==> src/rtl/gb_apu_wave_ram.sv <==
// Wave pattern RAM for the custom wave channel: 16 bytes / 32 nibble samples, CPU and channel ports.
// Define GB_APU_WAVE_DMG_QUIRK_EN for the DMG access window; undefined gives CGB behaviour.
module gb_apu_wave_ram #(
  parameter logic [7:0] RESET_FILL = 8'h00
) (
  input  logic       clk,
  input  logic       reset,
  input  logic [3:0] cpu_addr,
  input  logic [7:0] cpu_wdata,
  input  logic       cpu_wr,
  input  logic       cpu_rd,
  output logic [7:0] cpu_rdata,
  output logic       cpu_rvalid,
  input  logic       ch_active,
  input  logic       ch_fetch,
  input  logic [3:0] wave_addr,
  output logic [7:0] wave_data
);

  logic [7:0] mem [0:15];
  logic [3:0] eff_addr;
  logic       ok;

  // While playing, the CPU can only reach the byte the channel is on.
  assign eff_addr  = ch_active ? wave_addr : cpu_addr;
  assign wave_data = mem[wave_addr];

`ifdef GB_APU_WAVE_DMG_QUIRK_EN
  logic [1:0] win;
  logic       ch_active_q;

  assign ok = !ch_active || (win != 2'd0);

  // Access window opens for the two cycles after each channel fetch.
  always_ff @(posedge clk) begin
    if (reset) begin
      win         <= 2'd0;
      ch_active_q <= 1'b0;
    end else begin
      ch_active_q <= ch_active;
      if (ch_active_q && !ch_active)
        win <= 2'd0;
      else if (ch_fetch)
        win <= 2'd2;
      else if (win != 2'd0)
        win <= win - 2'd1;
    end
  end
`else
  logic unused_fetch;

  assign unused_fetch = ch_fetch;
  assign ok           = 1'b1;
`endif

  always_ff @(posedge clk) begin
    if (reset) begin
      for (int i = 0; i < 16; i++)
        mem[i] <= RESET_FILL;
      cpu_rdata  <= 8'h00;
      cpu_rvalid <= 1'b0;
    end else begin
      if (cpu_wr && ok)
        mem[eff_addr] <= cpu_wdata;
      cpu_rvalid <= cpu_rd;
      // Read samples the pre-write byte when a write shares the edge.
      if (cpu_rd)
        cpu_rdata <= ok ? mem[eff_addr] : 8'hFF;
    end
  end

endmodule
==> config.mk <==
export PLATFORM = sky130hd
export DESIGN_NAME = gb_apu_wave_ram
export DESIGN_NICKNAME = d
export VERILOG_FILES = /design/src/rtl/gb_apu_wave_ram.sv
export SDC_FILE = /design/constraint.sdc
export NUM_CORES = 1
export LEC_CHECK = 0
export BUFFER_PORTS_ARGS = -buffer_cell sky130_fd_sc_hd__buf_2
export CAP_MARGIN = 20
export CELL_PAD_IN_SITES_DETAIL_PLACEMENT = 0
export CELL_PAD_IN_SITES_GLOBAL_PLACEMENT = 1
export CORE_MARGIN = 2
export CORE_UTILIZATION = 25
export CTS_BUF_LIST = sky130_fd_sc_hd__clkbuf_8
export CTS_CLUSTER_SIZE = 24
export DETAILED_ROUTE_END_ITERATION = 8
export PLACE_DENSITY = 0.46
export RECOVER_POWER = 100
export SYNTH_ARGS = -nofsm -noshare
export SYNTH_HDL_FRONTEND = slang
export SYNTH_SLANG_ARGS = --single-unit
==> constraint.sdc <==
create_clock -name clk -period 2.8 [get_ports clk]
set_clock_uncertainty 0.15 [all_clocks]
set_input_delay 0.14 -clock clk [delete_from_list [all_inputs] [get_ports clk]]
set_output_delay 0.14 -clock clk [all_outputs]
set_load 0.02 [all_outputs]
Word-level counts from Yosys, hierarchy flattened
Memories as Yosys holds them, arrays and structs flattened. A register that Yosys moved wholly into a read port is not among the register bits.
Index checks and enable logic that the tools add are counted.
Operators by class
  multiplexer cells: 9
  reductions and logical operators: 1
Operators with widths (count)
  two-way mux 4 bit: 2
  two-way mux 8 bit: 1
  OR reduction 8 bit: 1
  two-way mux 1 bit: 6
Word-level totals
  register bits after elaboration: 1
  memory bits (writable): 128
  input bits: 22
  output and inout port bits: 17
  logic and storage cells: 12
  memories: 1
Memories
  mem: words 16, width 8, rd ports 2, clocked after memory_dff 1, wr ports 16, line 20  | logic [7:0] mem [0:15];

Longest topological paths before layout
Gate-level depths: netlist of run 1.
  depth after elaboration: 5
  depth in mapped cells: 9
  gate-level depth less buffers: 5

Worst setup path after synthesis of run 1
Ideal clock, no wire load.
  path type: input to register
  start point: input port wave_addr[0]
  end point: memory mem[11][0] (enable)
  setup time: 310 ps
  arrival time: 1671 ps
  required time: 2340 ps
  slack: 670 ps
  stages on the path: 7
  path buffers: 3
  cells stage by stage: buf_2 and3_1 clkbuf_1 clkbuf_1 nor2_1 nor3_1 or2_2
RTL lines
  from (decl): line 16  | input logic [3:0] wave_addr,
  to (decl): line 20

==> out/metrics.csv, run 1 <==
metric,value,unit
run status,finished clean,
Die W,177,um
worst rel slew slack,26.6,%
Synth-to-Final Area Change,15.0,%
total of max-cap violations,0,
Final Slew Violations,0,
total track usage,17.2,%
Synth warnings,0,
met3 wire length,1230,um
top sig layer,met4,
post-detailed-route count of antenna-violating nets,0,
Inserted Clock Buffers,17,
P_leak,0.00291,uW
Crit Reg-Reg Startpoint,mem[7][6],
Least-Margin Pin Slew,1100,ps
CP cell instances,clkbuf_1 > buf_4 > nor3b_1 > clkbuf_2 > nor2_1 > buf_4 > nor3_1 > or2_0,
worst vdd ir,254,uV
CP Launch Type,input pin,
crit-path leading delay family,simple AND/OR/NAND/NOR gates,
core box area,29600,um^2
Port-buffer cells,37,
crit-path most repeated cell,buf_4,
RSZ-0062 raised after global routing,false,
switch share,29.0,%
share of cells above drive strength 1,19.6,%
First-pass DRT Iterations,5,
area of the multi-input gates,3190,um^2
Crit. End Element,register,
fillcell total,3024,
Mapped Area,7480,um^2
Comb pwr share,15.6,%
CP max FO,19,
net load switching power,1360,uW
H-tree lvl count,4,
Unique masters post-synth,39,
post-placement cell count,994,
hold_buf cts,1,
Reg area,4020,um^2
fmax,385,MHz
Critical Path Sink,mem[1][7],
Nets,646,
Clock Power Share,32.7,%
Final Cycle Share,92.7,%
CTS tree,built,
Syn Inst Count,573,
DR WL/cell,25.4,um
IO Count,39,
"non-filler cells, final",1028,
Fin Setup TNS,0,ps
Root Buffer,clkbuf_8,
Clock Pin Slew Worst Setup and Hold Paths,80,ps
Vert. Die Dim,177,um
Metal-1 WL,11700,um
"Hold Vio Cnt, Final",0,
routability cong.,0.806,
Final min period,2600,ps
"Top FF cell, synth",edfxtp_1,
CP max stage cell,or2_0,
Critical Path Source,ch_active,
clk sinks,137,
vias in the first global route,5386,
initial antenna violation count,1,
gr ovfl total,0,
Levels on crit path,8,
sequential-to-total area share from yosys stat,53.8,%
clk buf depth,2,
first-pass GRT wire length,37900,um
# setup viols final,0,
vias post-DR,5263,
worst endpoint data arrival time,2530,ps
Hold Slack,43.4,ps
num rows,63,
largest net degree at the start of global routing,30,
Post-CTS Resized,0,
"slowest stage delay, CP",680,ps
full die area,31300,um^2
Post-synth EDFFs,128,
Seq cells post-synth,137,
reg2reg end,cpu_rdata[6],
critical path type,in -> reg,
hpwl dp,18500,um
Skew-Pair Late Insertion Delay,450,ps
Syn Nets,595,
Initial Util,25.3,%
Setup Buffers After CTS,0,
ys async rst share,0,%
Routed WL,26100,um
Buffers & Inverters on Critical Path,4,
sequential power share,51.8,%
P_int,3340,uW
FF-to-FF path depth,4,
Synth Area per Inst,13.0,um^2
initial detailed-routing violation count,507,
required time of the critical path,2730,ps
PD cells,547,nW/um^2
Hold Path Class,in -> reg,
vias per inst,5.12,
wire length on met2,12800,um
Reg2Reg Setup Slack,640,ps
DRC,0,
power groups by stage:
stage               logic (uW)  clock network (uW)  registers [uW]
finish                     732                1540            2440
global route               771                1650            2450
CTS                        758                1580            2430
detailed placement         754                   0            2480
global placement           753                   0            2480
floorplan                  418                   0            2450
synth_stat cells, types with 9 or more instances:
cell / n / area share (%)
or2_2: 14 / 1.2
a2111o_1: 14 / 2.1
dfxtp_1: 9 / 2.4
a21o_1: 11 / 1.1
clkbuf_1: 37 / 1.9
and2_1: 96 / 8.0
o21ai_0: 32 / 2.1
buf_2: 15 / 1.0
nor2_1: 17 / 0.85
mux4_2: 41 / 12
edfxtp_1: 128 / 51
nor3_1: 13 / 0.87
and3_1: 33 / 2.8
o21a_1: 45 / 4.5
a22oi_1: 14 / 1.4
state kept, by name (all words and copies together), names as in the netlist:
name        flops
mem           128
cpu_rdata       8
cpu_rvalid      1
per-layer routing:
metal  vias up  track usage, %
met3        22            3.11
met4         0            4.20
li1       2338               -
met1      2724            23.4
met5         -               0
met2       179            28.5
kinds of logic (layout without fill, tap and decap cells):
kind of cell	Yosys count	in the layout	synth area share (%)
simple gates	189	189	15.4
compound gates	148	148	14.9
flops	137	137	53.8
buf+inv	58	122	3.46
mux	41	41	12.4
other cells	0	1	0
cell usage in the layout, fill, tap and decap left out, drive strengths merged, types with 11 or more instances in the layout:
cell type / netlist / routed
mux4: 41 / 41
a22oi: 14 / 14
o21a: 45 / 45
and3: 33 / 33
nor2: 17 / 17
clkbuf: 37 / 55
o21ai: 33 / 33
or2: 17 / 17
nor3: 14 / 14
a2111o: 14 / 14
a21o: 11 / 11
buf: 19 / 49
and2: 96 / 96
edfxtp: 128 / 128
worst min path at each step:
stage,to,from,cells after the start,slack (ps)
floorplan,mem[0][7],cpu_wdata[7],1,190
global placement,cpu_rdata[5],cpu_rdata[5],2,330
detailed placement,cpu_rdata[5],cpu_rdata[5],2,330
CTS,cpu_rvalid,reset,3,30
global route,cpu_rvalid,reset,3,60
finish,cpu_rvalid,reset,3,40
worst min-delay path, cell delays in order:
cell    delay [ps]
buf_2          110
buf_4          220
nor2_1         110
final cells by class:
cell class                      instances  area share (%)
Tap cell                              390            5.68
Clock buffer                           17            2.72
Inverter                                2          0.0873
Clock inverter                         15            1.48
Timing Repair Buffer                   88            6.09
Multi-Input combinational cell        378            37.1
Antenna cell                            1          0.0291
Sequential cell                       137            46.8
through the flow:
step	area, um^2	util [%]	total power, uW	setup slack (ps)
2_1_floorplan	7480	-	2870	670
3_3_place_gp	8330	28.2	3230	152
3_5_place_dp	8330	28.2	3240	120
4_1_cts	8700	29.4	4770	322
5_1_grt	8590	29.1	4870	200
6_report	8590	29.1	4700	203
No activity file was read; power rests on OpenSTA's default activity.
==> inputs of run 2 (changes only) <==
--- a/config.mk
+++ b/config.mk
@@ -15,7 +15,6 @@
 export CTS_CLUSTER_SIZE = 24
 export DETAILED_ROUTE_END_ITERATION = 8
 export PLACE_DENSITY = 0.46
-export RECOVER_POWER = 100
 export SYNTH_ARGS = -nofsm -noshare
 export SYNTH_HDL_FRONTEND = slang
 export SYNTH_SLANG_ARGS = --single-unit
==> run 2 against run 1 <==
Against the previous run:
- routed wire length about the same
- sequential cell count did not move
- combinational power up 3%
- total power up 0.33%
- utilization increased by 0.36 points
- maximum frequency grew 6.9%
- worst setup slack better by 170 ps
- critical endpoint is now wave_data[7]
- first-iteration DRC count fell by 7.1%
- cell count is the same
- clock power about the same
==> out/metrics.csv, run 2 (synthesis gave the netlist of run 1 again) <==
metric,value,unit,change
initial detailed-routing violation count,471,,was 507
H-tree lvl count,4,,unchanged
clk sinks,137,,unchanged
full die area,31300,um^2,unchanged
Final min period,2430,ps,was 2600 ps
Crit Reg-Reg Startpoint,mem[7][6],,unchanged
Least-Margin Pin Slew,1040,ps,was 1100 ps
Routed WL,26100,um,about the same
worst rel slew slack,30.4,%,was 26.6%
Reg2Reg Setup Slack,630,ps,was 640 ps
GR Util met2,28.5,%,unchanged
reg2reg end,cpu_rdata[6],,unchanged
Inserted Clock Buffers,17,,unchanged
vias per inst,5.10,,was 5.12
Nets,646,,unchanged
CP Launch Type,register,,was input pin
worst vdd ir,254,uV,about the same
largest net degree at the start of global routing,30,,unchanged
met3 Use GR,3.11,%,unchanged
beginning of the worst hold path,reset,,unchanged
fmax,412,MHz,was 385 MHz
routability cong.,0.806,,unchanged
first-pass GRT wire length,37900,um,unchanged
# setup viols final,0,,unchanged
Top Registers,"mem: 128 flops, cpu_rdata: 8 flops, cpu_rvalid: 1 flops",,unchanged
core box area,29600,um^2,unchanged
Vert. Die Dim,177,um,unchanged
final total power,4720,uW,was 4700 uW
Skew-Pair Late Insertion Delay,450,ps,about the same
total track usage,17.2,%,unchanged
vias post-DR,5238,,was 5263
CTS tree,built,,unchanged
"commonest non-fill, non-tap cell in the layout",edfxtp_1,,unchanged
most frequent cells in the layout,"edfxtp_1, and2_1, buf_4",,"was edfxtp_1, and2_0, o21a_1"
num rows,63,,unchanged
"Hold Vio Cnt, Final",0,,unchanged
PD cells,542,nW/um^2,was 547 nW/um^2
FF-to-FF path depth,4,,unchanged
Synth-to-Final Area Change,16.4,%,was 15.0%
Final Slew Violations,0,,unchanged
Hold Path Class,in -> reg,,unchanged
share of cells above drive strength 1,27.5,%,was 19.6%
First-pass DRT Iterations,5,,unchanged
RSZ-0062 raised after global routing,false,,unchanged
Die W,177,um,unchanged
Largest Register,mem,,unchanged
run status,finished clean,,unchanged
Clock Pin Slew Worst Setup and Hold Paths,80,ps,about the same
Port-buffer cells,37,,unchanged
DRC,0,,unchanged
Setup Buffers After CTS,0,,unchanged
Crit. End Element,output pin,,was register
gr ovfl total,0,,unchanged
required time of the critical path,2510,ps,was 2730 ps
hpwl dp,18500,um,unchanged
critical path type,reg -> out,,was in -> reg
initial antenna violation count,1,,unchanged
Final Cycle Share,86.8,%,was 92.7%
worst endpoint data arrival time,2140,ps,was 2530 ps
clk buf depth,2,,unchanged
Fin Setup TNS,0,ps,unchanged
CP max FO,2,,was 19
Initial Util,25.3,%,unchanged
Root Buffer,clkbuf_8,,unchanged
Largest register FFs,128,,unchanged
Reg area,4020,um^2,unchanged
routing usage on met1,23.4,%,unchanged
DR WL/cell,25.4,um,about the same
total of max-cap violations,0,,unchanged
fillcell total,3000,,was 3024
P_leak,0.00314,uW,was 0.00291 uW
IO Count,39,,unchanged
area of the multi-input gates,3200,um^2,was 3190 um^2
vias in the first global route,5386,,unchanged
Critical Path Sink,wave_data[7],,was mem[1][7]
grt peak-use layer,met2,,unchanged
post-detailed-route count of antenna-violating nets,0,,unchanged
Critical Path Source,mem[14][7],,was ch_active
==> run 2: per-layer routing <==
| metal | routed length [um] | vias up | part of all wire [%] |
|---|---|---|---|
| li1 | - | 2344 | - |
| met1 | 11800 | 2686 | 45 |
| met2 | 12700 | 183 | 49 |
| met3 | 1160 | 25 | 4.4 |
| met4 | 408 | 0 | 1.6 |
| met5 | 0 | - | 0 |
==> run 2: final cells by class <==
type | count | area share, %
multi-input combinational | 378 | 36.8
clock inverter | 15 | 1.47
antenna | 1 | 0.0288
inverter | 2 | 0.0863
timing repair buffer | 88 | 7.13
tap | 390 | 5.61
sequential | 137 | 46.2
clock buffer | 17 | 2.69
==> run 2: worst min-delay path by stage <==
stage | cells past startpoint | end | slack, ps
2_1_floorplan | 1 | mem[0][7] | 190
3_3_place_gp | 2 | cpu_rdata[5] | 330
3_5_place_dp | 2 | cpu_rdata[5] | 330
4_1_cts | 3 | cpu_rvalid | 30
5_1_grt | 3 | cpu_rvalid | 60
6_report | 3 | cpu_rvalid | 60
==> run 2: repair_timing <==
| item | CTS | global route |
|---|---|---|
| endpoints found under the hold margin | 9 | 0 |
| resized for setup | 0 | 0 |
| hold buffers | 1 | 0 |
==> run 2: per-stage QoR <==
| step | setup slack [ps] | util [%] | instances | hold WS [ps] | cell area [um^2] |
|---|---|---|---|---|---|
| detailed placement | 120 | 28.2 | 994 | 333 | 8330 |
| finish | 371 | 29.4 | 1028 | 57.5 | 8700 |
| CTS | 322 | 29.4 | 1027 | 27.5 | 8700 |
| global route | 303 | 29.4 | 1027 | 56.7 | 8700 |
| global placement | 152 | 28.2 | 994 | 331 | 8330 |
| floorplan | 670 | - | 573 | 188 | 7480 |
==> run 2: critical path, cell delays in order (launching register included) <==
cell      delay (ps)
edfxtp_1         430
mux4_2           540
mux4_2           540
buf_2            190
==> run 2: where the power goes <==
part,switching [uW],internal [uW]
sequential,76.1,2360
clock,835,699
combinational,449,302
